[config.mk]
export PLATFORM = sky130hd
export DESIGN_NAME = vga_scan_compositor
export DESIGN_NICKNAME = d
export VERILOG_FILES = /design/src/rtl/vga_scan_compositor.sv
export SDC_FILE = /design/constraint.sdc
export NUM_CORES = 1
export LEC_CHECK = 0
export ABC_CLOCK_PERIOD_IN_PS = 2260
export CAP_MARGIN = 10
export CORE_ASPECT_RATIO = 0.9
export CORE_MARGIN = 5
export CORE_UTILIZATION = 59
export CTS_BUF_LIST = sky130_fd_sc_hd__clkbuf_4 sky130_fd_sc_hd__clkbuf_8
export DETAILED_ROUTE_END_ITERATION = 6
export DONT_BUFFER_PORTS = 1
export HOLD_SLACK_MARGIN = 0.03
export PLACE_DENSITY = 0.87
export SETUP_SLACK_MARGIN = 0.2
export SLEW_MARGIN = 20
export SYNTH_ARGS = -nofsm -noshare
export SYNTH_HDL_FRONTEND = slang
export SYNTH_SLANG_ARGS = --single-unit
[constraint.sdc]
create_clock -name clk -period 2.26 [get_ports clk]
set_input_delay 0 -clock clk [delete_from_list [all_inputs] [get_ports clk]]
set_output_delay 0 -clock clk [all_outputs]
set_load 0.01 [all_outputs]
[src/rtl/vga_scan_compositor.sv]
// vga_scan_compositor: VGA raster timing generator and layer compositor.
// Owns the raster position, publishes it on pixel_x/pixel_y for the
// combinational renderers, resolves layer priority and registers the final
// colour together with delay-matched sync and data-enable.
//
// Pixel qualifier: pix_en is a one-clk tick. Every register in this block
// (counters, delay line, outputs) advances only on a clk edge where pix_en
// is high and holds otherwise. The exception is frame_start, which is a
// one-clk pulse that drops on the next clk edge.
module vga_scan_compositor #(
  parameter int H_ACTIVE   = 640,
  parameter int H_FP       = 16,
  parameter int H_SYNC     = 96,
  parameter int H_BP       = 48,
  parameter int V_ACTIVE   = 480,
  parameter int V_FP       = 10,
  parameter int V_SYNC     = 2,
  parameter int V_BP       = 33,
  parameter int NUM_LAYERS = 4,
  parameter int LAYER_LAT  = 0
) (
  input  logic                        clk,
  input  logic                        rst_n,
  input  logic                        pix_en,
  output logic [9:0]                  pixel_x,
  output logic [9:0]                  pixel_y,
  input  logic [NUM_LAYERS-1:0][11:0] layer_color,
  input  logic [NUM_LAYERS-1:0]       layer_en,
  input  logic [11:0]                 bg_color,
  output logic [11:0]                 rgb_out,
  output logic                        hsync_n,
  output logic                        vsync_n,
  output logic                        de,
  output logic                        frame_start,
  output logic [7:0]                  frame_cnt
);

  localparam int H_TOTAL = H_ACTIVE + H_FP + H_SYNC + H_BP;
  localparam int V_TOTAL = V_ACTIVE + V_FP + V_SYNC + V_BP;

  localparam logic [9:0]  H_LAST   = 10'(H_TOTAL - 1);
  localparam logic [9:0]  V_LAST   = 10'(V_TOTAL - 1);
  localparam logic [9:0]  H_ACT_W  = 10'(H_ACTIVE);
  localparam logic [9:0]  V_ACT_W  = 10'(V_ACTIVE);
  localparam logic [9:0]  HS_START = 10'(H_ACTIVE + H_FP);
  localparam logic [9:0]  HS_END   = 10'(H_ACTIVE + H_FP + H_SYNC);
  localparam logic [9:0]  VS_START = 10'(V_ACTIVE + V_FP);
  localparam logic [9:0]  VS_END   = 10'(V_ACTIVE + V_FP + V_SYNC);
  localparam logic [11:0] BLACK    = 12'h000;

  // Raw timing flags derived from the counters (all active-high here).
  typedef struct packed {
    logic hs;
    logic vs;
    logic act;
  } tim_t;

  logic [9:0] h_cnt;
  logic [9:0] v_cnt;
  logic       wrap;
  tim_t       tim_raw;
  tim_t       tim_d;
  logic [11:0] comp_color;

  assign pixel_x = h_cnt;
  assign pixel_y = v_cnt;
  assign wrap    = (h_cnt == H_LAST) && (v_cnt == V_LAST);

  // Raster counters: h wraps into v, v wraps to the top of the frame.
  always_ff @(posedge clk) begin
    if (!rst_n) begin
      h_cnt <= '0;
      v_cnt <= '0;
    end else if (pix_en) begin
      if (h_cnt == H_LAST) begin
        h_cnt <= '0;
        if (v_cnt == V_LAST) v_cnt <= '0;
        else                 v_cnt <= v_cnt + 10'd1;
      end else begin
        h_cnt <= h_cnt + 10'd1;
      end
    end
  end

  // Decode sync windows and the visible area from the current position.
  always_comb begin
    tim_raw.hs  = (h_cnt >= HS_START) && (h_cnt < HS_END);
    tim_raw.vs  = (v_cnt >= VS_START) && (v_cnt < VS_END);
    tim_raw.act = (h_cnt < H_ACT_W) && (v_cnt < V_ACT_W);
  end

  // Delay the timing flags so they line up with late renderer data.
  if (LAYER_LAT == 0) begin : g_no_dly
    assign tim_d = tim_raw;
  end else begin : g_dly
    tim_t dly_q [LAYER_LAT];

    // Pix_en-qualified shift register, cleared to inactive on reset.
    always_ff @(posedge clk) begin
      if (!rst_n) begin
        for (int i = 0; i < LAYER_LAT; i++) dly_q[i] <= '0;
      end else if (pix_en) begin
        dly_q[0] <= tim_raw;
        for (int i = 1; i < LAYER_LAT; i++) dly_q[i] <= dly_q[i-1];
      end
    end

    assign tim_d = dly_q[LAYER_LAT-1];
  end

  // Priority select: scanning from the top index down lets index 0 win.
  always_comb begin
    comp_color = bg_color;
    for (int i = NUM_LAYERS - 1; i >= 0; i--) begin
      if (layer_en[i]) comp_color = layer_color[i];
    end
    if (!tim_d.act) comp_color = BLACK;
  end

  // Output register for the DAC pins: colour, syncs and data enable together.
  always_ff @(posedge clk) begin
    if (!rst_n) begin
      hsync_n <= 1'b1;
      vsync_n <= 1'b1;
      de      <= 1'b0;
      rgb_out <= BLACK;
    end else if (pix_en) begin
      hsync_n <= ~tim_d.hs;
      vsync_n <= ~tim_d.vs;
      de      <= tim_d.act;
      rgb_out <= comp_color;
    end
  end

  // Frame marker: pulse and count when the raster wraps back to (0,0).
  always_ff @(posedge clk) begin
    if (!rst_n) begin
      frame_start <= 1'b0;
      frame_cnt   <= '0;
    end else begin
      frame_start <= 1'b0;
      if (pix_en && wrap) begin
        frame_start <= 1'b1;
        frame_cnt   <= frame_cnt + 8'd1;
      end
    end
  end

endmodule

==> results.txt <==
The worst-case IR drop observed on VDD is 0.000438 V. The flow ran to the end, and the final reports show no timing, DRC or antenna violations. For this run, the total global-route usage over all layers was measured as 25.2%. For the sequential area share after synthesis, the log shows 36.9%.

Sorting the synthesized cells by how often they occur yields dfxtp_1 (44), nand2_1 (24), o21ai_0 (23). The worst-path maximum fanout was 6; the sum of negative setup slack was 0 ps. The tools report the number of H-tree levels as 2. Clock tree synthesis selected as its root buffer the cell clkbuf_8. The minimum clock period after layout was 2000 ps; the die area was 5420 um^2. Dividing the detail-routed wire length by the instance count gives 20.1 um.

The global placement routability congestion is 0.812, and the width of the die is 77.1 um. The number of DRC markers after the initial detailed-route iteration was 177; the part of the total power dissipated in combinational logic was 11.2%. 111 I/O pins were placed. Across all layers, the routed design uses 2460 vias. At the later pin of the worst-skew pair, clock insertion delay measures 290 ps. For the pin with the worst max-slew slack, the measured transition is 865 ps. TritonCTS built the clock tree. In this run, synthesis inferred 0 flip-flops with an integrated enable. Measured along the y axis, the die boundary spans 70.4 um. The run gives 4 as the count of TritonRoute iterations in the first routing pass. For this run, asynchronously set or reset flops after synthesis account for 0%.

For the largest net degree at the start of global routing, the log shows 19. In the post-synthesis netlist, the biggest area contributors are dfxtp_1 (37%), a32o_1 (5.0%), o21ai_0 (4.8%). For the worst setup path, the data arrival time is 2240 ps. The initial core utilization is 59.9%, and the wire length after detailed routing is 7490 um. Setup repair after global routing could not meet its margin everywhere. By startpoint and endpoint, the worst setup path is classified as flip-flop to flip-flop. After filler insertion, the fill cell instance count of the layout stands at 286.

The initial antenna violation count is 0, and the average cell area after synthesis is 8.47 um^2. The quantity of I/O buffers inserted on ports was 0; the total power divided by cell area was 494 nW/um^2. The logs give 42.1% for the remaining max-slew budget at the tightest pin and 11100 um for the wire length of the first global-routing pass. Once detail routing completed, the nets flagged for antenna violations numbered 0.

The most common cell in the synthesized netlist is dfxtp_1. The total clock buffers created by CTS was 5; the switching portion of total power was 23.8%. Number of max-slew violations in the final report: 0.

The sequential group share of total power is 55.7%, and the via count normalized by instance count is 6.60. The number of nets handed over by synthesis was 355. The clock transition time at the flip-flop clock pins of the worst setup and hold paths came out at 80 ps. The tightest min-delay check is of the primary input to flip-flop type. HPWL after detailed placement: 4570 um.

The biggest area consumer among synthesized cells was dfxtp_1. The synthesized netlist contains 42 unique library cells. The number of instances in the synthesized netlist was 282.

After floorplanning, the core was divided into 22 placement rows. For the worst clock skew, the log shows 9.46 ps. The net count of the finished layout is 397. For the worst setup path, the data required time is 2500 ps. The number of warnings issued by yosys came out at 0. The count of inserted antenna diode cells is 0. The setup violation total in the final timing report is 0, and the area added between synthesis and finish is 25.1%. The register bit total from synthesis was 44; the netlist area before placement was 2390 um^2. The hold violation total from the final report is 0. The design internal power came out at 1130 uW. The finished cells cover 2990 um^2. The logs give 3990 um^2 for the placeable core area and 44 for the CTS sink count. The residual DRC count is 0, and the fraction of final layout cells sized beyond drive strength 1 is 16.0%. The worst setup path is captured at a flip-flop. The placed instances occupy a cell area of 2470 um^2. The tool flagged a number of max-cap violations equal to 0. The tools report the remaining global-route overflow as 0. For the number of global-route vias before repair, the log shows 2246.

The maximum number of buffers from clock root to sink came out at 2. The most used flip-flop cell after synthesis is dfxtp_1. The worst path uses 88.5% of the clock period. The leakage power of the design was 0.00104 uW; the portion of total power attributed to the clock network was 33.1%. The worst setup path is launched from a flip-flop.

In this run the power spent charging and discharging nets is 351 uW. The synthesized design devotes to its leading area cell type 36.9% of total area. The timing-limited maximum frequency is 0.500 GHz.
[flip-flops by register name, summed over array words and instances (netlist names)]
register,count
de,1
frame_cnt,8
frame_start,1
hsync_n,1
pixel_x,10
pixel_y,10
rgb_out,12
vsync_n,1
[through the flow]
stage	power (uW)	util, %	cells	setup slack (ps)	hold slack, ps
finish	1480	74.9	373	260	7.90
global route	1550	74.9	373	185	32.3
CTS	1480	72.9	367	200	36.4
detailed placement	942	61.9	325	141	80.4
global placement	938	61.9	325	193	71.8
floorplan	929	-	282	211	61.9
[repair_timing]
| action | 4_1_cts | 5_1_grt |
|---|---|---|
| pin swaps | 1 | 4 |
| resized for setup | 3 | 19 |
| hold buffers | 34 | 1 |
| buffers inserted | 0 | 7 |
| setup endpoints to repair | 8 | 21 |
| cloned | 0 | 2 |
| hold endpoints to repair | 31 | 1 |
[path summary, 6_finish.rpt]
check                                     from            to  slack [ps]  cells after the start
worst max-delay path                pixel_y[5]    rgb_out[0]         260                      7
worst min-delay path            layer_color[2]    rgb_out[2]           8                      3
worst max register to register      pixel_y[5]    rgb_out[0]         260                      7
worst min register to register    frame_cnt[7]  frame_cnt[7]         530                      2
[worst max-delay path, stage by stage, from the launching register on]
cell and delay, ps:
dfxtp_2 330, buf_6 130, nand4_1 180, nand2_1 130
nor4bb_4 290, buf_4 190, a32o_1 160, dlygate4sd3_1 540
[routing by layer]
metal | up-vias | GRT usage [%] | part of all wire, %
met5 | - | 0 | 0
met4 | 0 | 8.02 | 1.6
met3 | 14 | 7.86 | 9.4
met2 | 129 | 42.3 | 49
met1 | 1176 | 30.7 | 40
li1 | 1141 | - | -
[layout make-up]
class                   instances  area, um^2  area share [%]
flip-flops and latches         44         900            30.1
multi-input cells             214        1440            48.2
clock buffers                   7        83.8            2.80
clock inverters                 1        5.00           0.167
well taps                      48        60.1            2.01
repair buffers                 51         470            15.7
inverters                       8        30.0            1.00
[power groups by stage]
stage	sequential [uW]	combinational [uW]	clock, uW
after floorplan	837	91.9	0
after global placement	841	96.1	0
after detailed placement	843	99.8	0
after CTS	824	157	499
after global routing	827	179	539
final	824	166	489
[placed cells by master, fill, tap and decap left out, drive strengths merged, types with 5 or more instances in the layout]
cell         synthesis  routed
o22ai               11      11
a21oi               18      18
inv                  8       8
xnor2                5       5
ha                   6       6
dlygate4sd3          0      30
clkbuf              13       7
nor2b               12      12
a32o                12      12
nand3               12      12
nor2                14      14
dfxtp               44      44
o31ai                9       9
buf                  4      20
o21ai               24      24
or3                 10      10
nand2               24      24
or4                 11      12
xor2                 5       5
a211o               12      12
[cells by family (layout without fill, tap and decap cells)]
logic type | count (synthesis) | after routing | synth area share [%]
buf+inv | 25 | 67 | 5.08
mux | 1 | 1 | 0.419
compound gates | 87 | 87 | 24.3
fa+ha+maj | 6 | 6 | 3.14
simple gates | 109 | 110 | 26.5
flops | 44 | 44 | 36.9
xor+xnor | 10 | 10 | 3.66
No activity file was read; power rests on OpenSTA's default activity.
